--- src/rtl/seg7_scan_decoder_if.sv ---
// Multiplexed 7-segment bus as seen by a scan decoder, plus the published frame.
// master = display driver / bench side, slave = decoder side.
interface seg7_scan_decoder_if #(
   parameter int NUM_DIGITS = 4
);
   logic [6:0]              seg;
   logic [NUM_DIGITS-1:0]   an;
   logic [4*NUM_DIGITS-1:0] digits_out;
   logic [NUM_DIGITS-1:0]   digit_err;
   logic                    frame_valid;
   logic                    frame_err;

   modport master (
      output seg, an,
      input  digits_out, digit_err, frame_valid, frame_err
   );

   modport slave (
      input  seg, an,
      output digits_out, digit_err, frame_valid, frame_err
   );
endinterface

--- src/rtl/seg7_scan_decoder.sv ---
// Recovers BCD digits from a scanned 7-segment bus; capture STABLE_CYCLES edges after a dwell starts.
// Frame registered on the completing capture edge; passive monitor with no backpressure.
module seg7_scan_decoder #(
   parameter int NUM_DIGITS    = 4,
   parameter int STABLE_CYCLES = 4
) (
   input logic               clk,
   input logic               rst_n,
   seg7_scan_decoder_if.slave bus
);
   localparam int CW = $clog2(STABLE_CYCLES + 1);

   typedef enum logic [1:0] {IDLE, SETTLE, CAPTURED} state_t;

   state_t                  state;
   logic [6:0]              s_seg, p_seg;
   logic [NUM_DIGITS-1:0]   s_an, p_an;
   logic [CW-1:0]           cnt;
   logic [4*NUM_DIGITS-1:0] wbuf, wbuf_n, digits_q;
   logic [NUM_DIGITS-1:0]   werr, werr_n, seen, seen_n, err_q;
   logic                    fv_q, ferr_q;
   logic                    onehot, changed, capture;
   logic [4:0]              dec;
   logic [CW-1:0]           cnt_inc;

   function automatic logic [4:0] decode(input logic [6:0] p);
      logic [4:0] d;
      case (p)
         7'b1111110: d = 5'h00;
         7'b0110000: d = 5'h01;
         7'b1101101: d = 5'h02;
         7'b1111001: d = 5'h03;
         7'b0110011: d = 5'h04;
         7'b1011011: d = 5'h05;
         7'b1011111: d = 5'h06;
         7'b1110000: d = 5'h07;
         7'b1111111: d = 5'h08;
         7'b1111011: d = 5'h09;
         7'b0000000: d = 5'h0F;
         default:    d = 5'h1E;
      endcase
      return d;
   endfunction

   assign onehot  = $onehot(s_an);
   assign changed = ({s_seg, s_an} != {p_seg, p_an});
   assign dec     = decode(s_seg);
   assign cnt_inc = (cnt == CW'(STABLE_CYCLES)) ? cnt : cnt + CW'(1);

   // The change is seen one edge after it was sampled, so the capture fires one count early.
   always_comb begin
      capture = 1'b0;
      if (onehot) begin
         if (changed)
            capture = (STABLE_CYCLES == 1);
         else if (state != CAPTURED)
            capture = (int'(cnt) + 2 >= STABLE_CYCLES);
      end
   end

   always_comb begin
      wbuf_n = wbuf;
      werr_n = werr;
      for (int i = 0; i < NUM_DIGITS; i++) begin
         if (s_an[i]) begin
            wbuf_n[4*i +: 4] = dec[3:0];
            werr_n[i]        = dec[4];
         end
      end
      seen_n = seen | s_an;
   end

   always_ff @(posedge clk) begin
      if (!rst_n) begin
         state    <= IDLE;
         s_seg    <= '0;
         s_an     <= '0;
         p_seg    <= '0;
         p_an     <= '0;
         cnt      <= '0;
         wbuf     <= '0;
         werr     <= '0;
         seen     <= '0;
         digits_q <= '0;
         err_q    <= '0;
         fv_q     <= 1'b0;
         ferr_q   <= 1'b0;
      end else begin
         s_seg <= bus.seg;
         s_an  <= bus.an;
         p_seg <= s_seg;
         p_an  <= s_an;
         fv_q  <= 1'b0;

         if (!onehot) begin
            state <= IDLE;
            cnt   <= '0;
         end else if (changed) begin
            state <= capture ? CAPTURED : SETTLE;
            cnt   <= '0;
         end else if (state != CAPTURED) begin
            state <= capture ? CAPTURED : SETTLE;
            cnt   <= cnt_inc;
         end

         if (capture) begin
            wbuf <= wbuf_n;
            werr <= werr_n;
            if (&seen_n) begin
               seen     <= '0;
               digits_q <= wbuf_n;
               err_q    <= werr_n;
               ferr_q   <= |werr_n;
               fv_q     <= 1'b1;
            end else begin
               seen <= seen_n;
            end
         end
      end
   end

   assign bus.digits_out  = digits_q;
   assign bus.digit_err   = err_q;
   assign bus.frame_valid = fv_q;
   assign bus.frame_err   = ferr_q;
endmodule

--- src/flat_wrapper.sv ---
// flat-port wrapper written by rule: the top's interface ports become plain ports
module seg7_scan_decoder_flat 
#(
   parameter int NUM_DIGITS    = 4,
   parameter int STABLE_CYCLES = 4
)
  (clk, rst_n, bus_seg, bus_an, bus_digits_out, bus_digit_err, bus_frame_valid, bus_frame_err);
  seg7_scan_decoder_if #(.NUM_DIGITS(NUM_DIGITS)) bus_i ();
  input logic clk;
  input logic rst_n;
  input wire logic [$bits(bus_i.seg)-1:0] bus_seg;
  input wire logic [$bits(bus_i.an)-1:0] bus_an;
  output wire logic [$bits(bus_i.digits_out)-1:0] bus_digits_out;
  output wire logic [$bits(bus_i.digit_err)-1:0] bus_digit_err;
  output wire logic [$bits(bus_i.frame_valid)-1:0] bus_frame_valid;
  output wire logic [$bits(bus_i.frame_err)-1:0] bus_frame_err;
  assign bus_i.seg = bus_seg;
  assign bus_i.an = bus_an;
  assign bus_digits_out = bus_i.digits_out;
  assign bus_digit_err = bus_i.digit_err;
  assign bus_frame_valid = bus_i.frame_valid;
  assign bus_frame_err = bus_i.frame_err;
  seg7_scan_decoder #(.NUM_DIGITS(NUM_DIGITS), .STABLE_CYCLES(STABLE_CYCLES)) u_core (.clk(clk), .rst_n(rst_n), .bus(bus_i));
endmodule
--- config.mk ---
export PLATFORM = sky130hd
export DESIGN_NAME = seg7_scan_decoder_flat
export DESIGN_NICKNAME = d
export VERILOG_FILES = /design/src/rtl/seg7_scan_decoder_if.sv /design/src/rtl/seg7_scan_decoder.sv /design/src/flat_wrapper.sv
export SDC_FILE = /design/constraint.sdc
export NUM_CORES = 1
export LEC_CHECK = 0
export CORE_MARGIN = 4
export CORE_UTILIZATION = 25
export CTS_CLUSTER_DIAMETER = 200
export CTS_CLUSTER_SIZE = 28
export DETAILED_ROUTE_END_ITERATION = 16
export GPL_ROUTABILITY_DRIVEN = 0
export PLACE_DENSITY_LB_ADDON = 0.2
export SLEW_MARGIN = 25
export SYNTH_ARGS = -nofsm -noshare
export SYNTH_HDL_FRONTEND = slang
export SYNTH_SLANG_ARGS = --single-unit
--- constraint.sdc ---
create_clock -name clk -period 5 [get_ports clk]
set_input_delay 0.5 -clock clk [delete_from_list [all_inputs] [get_ports clk]]
set_output_delay 0.5 -clock clk [all_outputs]
set_load 0.005 [all_outputs]
# Word-level counts from Yosys, hierarchy flattened
# Cells that the tools add are included.
# totals
elab_cells	63
ff_bits	73
input_bits	13
# classes
n_lt_le_gt_ge	1
bitwise	4
addsub	5
eq_ne	14
muxes	17
n_reduce_logical	9
# ops
operator	count
$eq A7 B7 Y1 const B	8
$pmux W5 S11	1
$ge A32 B4 Y1 const B	1
$mux W4	5
$eq A7 B6 Y1 const B	2
$ne A11 B11 Y1	1
$mux W1	8
$logic_not A7 Y1	1
$mux W2	3
$reduce_and A2 Y1	3
$reduce_and A5 Y1	1
$add A1 B1 Y2	2
$add A3 B2 Y4 const B	1
$or A4 B4 Y4	1
$reduce_and A4 Y1	1
$reduce_or A4 Y1	1
$add A3 B1 Y3 const B	1
$add A3 B3 Y3	1
$eq A3 B1 Y1 const B	1
$eq A3 B3 Y1 const B	1
$not A1 Y1	3
$reduce_or A3 Y1	1
$ne A2 B2 Y1 const B	1
$reduce_bool A2 Y1	1

# Depth between registers and ports, before layout
# depth
word_depth	8
mapped_depth	10

# Least setup slack after synthesis
# Ideal clock, no wire load.
# synth_timing
path_type	register -> register
from	register u_core.s_an[0]
to	register u_core.digits_q[11] (netlist: u_core.bus.digits_out[11])
setup_time_ns	0.143
slack_ns	2.355
period_less_slack_ns	2.645
t_arrival_ns	2.502
t_required_ns	4.857
stages_incl_launch_ff	10
cell_sequence	dfxtp_1 ha_1 ha_1 fa_1 nor3b_2 and3_1 nand3_1 nor2_1 buf_2 o221ai_1
# synth_via
elab_chain_len	5
elab_cells_between_ends	8
cone_classes	add/sub (2); eq/ne (2); mux (2); bitwise (1); reduce/logical (1)
# synth_lines
item	line_no	source
start, declared	seg7_scan_decoder.sv:17	logic [NUM_DIGITS-1:0] s_an, p_an;
start signal, assigned	seg7_scan_decoder.sv:90	s_an <= bus.an;
$add A1 B1 Y2 (not written as such)	seg7_scan_decoder.sv:45	assign onehot = $onehot(s_an);
$add A3 B3 Y3 (not written as such)	seg7_scan_decoder.sv:45	
$eq A3 B1 Y1	seg7_scan_decoder.sv:45	
$mux W1	seg7_scan_decoder.sv:53	if (onehot) begin
$reduce_and A5 Y1 (no line) (*)	n/a	
end signal, assigned	seg7_scan_decoder.sv:111	digits_q <= wbuf_n;
end, declared	seg7_scan_decoder.sv:19	logic [4*NUM_DIGITS-1:0] wbuf, wbuf_n, digits_q;
# Mark *: on every way between the ends. The rest lies on a longest branch, timed or not.
# A chain may end at the register's enable or synchronous reset.

# Worst setup path after layout
# layout_timing
from	register u_core.s_an[3]
to	register u_core.digits_q[13] (netlist: u_core.bus.digits_out[13])
# layout_via
elab_chain_len	5
elab_cells_between_ends	9
cone_classes	add/sub (2); eq/ne (2); mux (3); bitwise (1); reduce/logical (1)
# layout_lines
item	line_no
$add A1 B1 Y2 (not written as such)	seg7_scan_decoder.sv:45
$add A3 B3 Y3 (not written as such)	seg7_scan_decoder.sv:45
$eq A3 B1 Y1	seg7_scan_decoder.sv:45
$mux W1	seg7_scan_decoder.sv:53
$reduce_and A5 Y1 (no line)	n/a
# Several ways; a longest one is shown, not always the timed one.

==> flow_summary.json <==
{
  "critPathKind": "reg2reg",
  "ys_warn_count": 0,
  "p_switching_mw": 0.318,
  "cts_max_level": 3,
  "layout_min_cycle_time_ns": 3.57,
  "antenna_found_initial": 0,
  "wl_per_cell_um": 15.7,
  "slew_headroom_pct": 32.4,
  "finalCritPeriodShare_pct": 71.4,
  "p_leak_nw": 1.45,
  "grt_first_pass_wirelength_um": 14200,
  "cts_buffer_depth": 2,
  "cts-resized-gates": 0,
  "cts_buffers": 9,
  "synth_area_leaders": "dfxtp_1 (43%), nor2b_1 (4.4%), and2_1 (4.1%)",
  "worst-r2r-cell-count": 8,
  "drive_gt1_share_pct": 12.0,
  "synthArstFlopShare_pct": 0,
  "finClkSkew_ns": 0.00663,
  "final_nets": 380,
  "synth_seq_cells": 73,
  "viasPerCell": 4.83,
  "fin_tns_setup_ns": 0,
  "pre_cts_ws_ns": 1.43,
  "p_sw_share_pct": 22.5,
  "slew_viol_final": 0,
  "worst_skew_pair.late_latency_ns": 0.33,
  "ioPinCount": 35,
  "cts.sinks": 73,
  "post-route-util_pct": 31.3,
  "required_ns": 5.17,
  "setup_ws_ns": 1.43,
  "num_vias": 2616,
  "synth-edff-count": 0,
  "die_w_um": 125,
  "antennaDiodeCount": 0,
  "synth_top_cell_by_area": "dfxtp_1",
  "reg2reg_setup_slack_ns": 1.43,
  "power.density_mw_per_mm2": 339,
  "ys_seq_area_share_pct": 43.0,
  "place_hpwl_um": 6060,
  "synth_fp_nets": 360,
  "cts_tree": "yes",
  "cap_violations": 0,
  "path_max_fanout": 13,
  "drcViolationCount": 0,
  "grt_max_degree": 52,
  "row_count": 42,
  "hold_class": "reg2reg",
  "avgSynthCellArea_um2": 9.96,
  "start_util_pct": 25.5,
  "worst_slew_pin_slew_ns": 1.01,
  "pwr-share-comb_pct": 6.8,
  "startpoint_type": "flip-flop",
  "critPathArrivalTime_ns": 3.74,
  "synth_top_area_share_pct": 43.0,
  "grt-ovfl-total": 0,
  "wl_um": 8530,
  "fp.dieArea_mm2": 0.0155,
  "hold_viol_final": 0,
  "drt_iter0_markers": 134,
  "ys_types": 56,
  "max_clock_freq_ghz": 0.280,
  "cts_hold_buffers": 0,
  "p_int_mw": 1.09,
  "pwr-share-seq_pct": 43.1,
  "portBuffers": 34,
  "grt_pass1_vias": 2615,
  "ant_nets": 0,
  "cts-root-buf": "clkbuf_16",
  "clkSlewWorstSetupHoldPaths_ns": 0.06,
  "area_growth_pct": 22.4,
  "status": "finished, final reports clean",
  "synth_flop_cell": "dfxtp_1",
  "netlist_instances": 341,
  "rsz0062_at_grt": "false",
  "die_h_um": 125,
  "whs_path_depth": 1,
  "grtUsageTotal_pct": 11.4,
  "pwr-share-clk_pct": 50.1,
  "end_kind": "flip-flop",
  "dr.pass1.iters": 4,
  "finalSetupViolCount": 0,
  "netlist_area_mm2": 0.00340,
  "peakVddDrop_uv": 143,
  "coreArea_mm2": 0.0133,
  "cts_setup_buffers": 0
}
==> cells in the mapped netlist, types with 8 or more instances <==
cell,number
a21oi_1,19
and2_1,22
clkbuf_1,17
dfxtp_1,73
mux2i_1,8
nand2_1,20
nand3_1,9
nand4_1,17
nor2b_1,24
o21ai_0,18
o221ai_1,12
xnor2_1,9
==> registers in the layout, summed over array words and instances (netlist names), 3 cells and up <==
signal,cells
u_core.cnt,3
u_core.bus.digits_out,16
u_core.werr,4
u_core.bus.digit_err,4
u_core.s_an,4
u_core.seen,4
u_core.s_seg,7
u_core.wbuf,16
u_core.p_seg,7
u_core.p_an,4
==> through the flow <==
| step | hold slack (ns) | std cells | instance area (µm²) | power (mW) |
|---|---|---|---|---|
| 4_1_cts | 0.497 | 542 | 4160 | 1.43 |
| 5_1_grt | 0.520 | 542 | 4160 | 1.46 |
| 2_1_floorplan | 0.471 | 341 | 3400 | 0.692 |
| 3_5_place_dp | 0.472 | 526 | 3820 | 0.717 |
| 3_3_place_gp | 0.473 | 526 | 3820 | 0.717 |
| 6_report | 0.501 | 542 | 4160 | 1.41 |
==> layer usage <==
layer / up-vias / wire, µm / GRT usage, %
met5: - / 0 / 0
met4: 0 / 134 / 3.74
met3: 12 / 376 / 3.26
met2: 57 / 4040 / 18.2
met1: 1257 / 3980 / 14.8
li1: 1290 / - / -
==> cell families after synthesis <==
kind of cell               share of synthesized area, %
adders and majority gates                          2.43
and+or+nand+nor                                    26.4
muxes                                              2.36
DFF                                                43.0
xor gates and xnor gates                           4.50
buffers and inverters                              4.27
AOI/OAI and AO/OA                                  17.0
==> critical path, stage by stage, from the launching register on <==
cell and delay (ns):
dfxtp_1 0.63, ha_1 0.33, ha_1 0.19, fa_1 0.45, nor3b_2 0.36, and3_1 0.25, nand3_1 0.29, nor2_1 0.72
o221ai_1 0.19
==> power groups by stage <==
stage               Combinational, mW  Sequential, mW  Clock [mW]
floorplan                      0.0832           0.609           0
CTS                            0.0978           0.607       0.727
global placement               0.0971           0.620           0
finish                         0.0960           0.607       0.706
global route                    0.106           0.609       0.749
detailed placement             0.0973           0.620           0
==> worst paths after layout <==
path,start,endpoint
max,u_core.s_an[3]$_SDFF_PN0_,u_core.bus.digits_out[13]$_SDFFE_PN0P_
min,u_core.bus.digits_out[12]$_SDFFE_PN0P_,u_core.bus.digits_out[12]$_SDFFE_PN0P_
max reg2reg,u_core.s_an[3]$_SDFF_PN0_,u_core.bus.digits_out[13]$_SDFFE_PN0P_
min reg2reg,u_core.bus.digits_out[12]$_SDFFE_PN0P_,u_core.bus.digits_out[12]$_SDFFE_PN0P_
==> layout by cell type (no fill, tap or decap), types with 2 or more instances in the layout <==
cell type        instances
dfxtp_1                 73
clkdlybuf4s50_1         33
nor2b_1                 24
and2_1                  22
nand2_1                 20
a21oi_1                 19
o21ai_0                 18
nand4_1                 17
o221ai_1                12
xnor2_1                  9
nand3_1                  9
clkbuf_16                9
mux2i_1                  8
nor2_1                   5
and3_1                   5
nor3b_1                  5
a2111oi_0                5
ha_1                     5
xnor2_2                  4
nor4_4                   4
o211a_1                  4
a31o_1                   4
inv_1                    3
a2111oi_1                3
o22ai_1                  2
nand4_4                  2
nor3b_2                  2
nand2b_1                 2
or4_1                    2
a21oi_2                  2
bufinv_16                2
clkbuf_8                 2
clkinv_2                 2
==> final cells by class <==
class	count	area [µm²]
multi-input cells	239	1790
fillers	1345	9140
flip-flops and latches	73	1460
inverters	3	11.3
well taps	176	220
clock buffers	11	253
clock inverters	5	77.6
repair buffers	35	343
No activity file was read; power rests on OpenSTA's default activity.
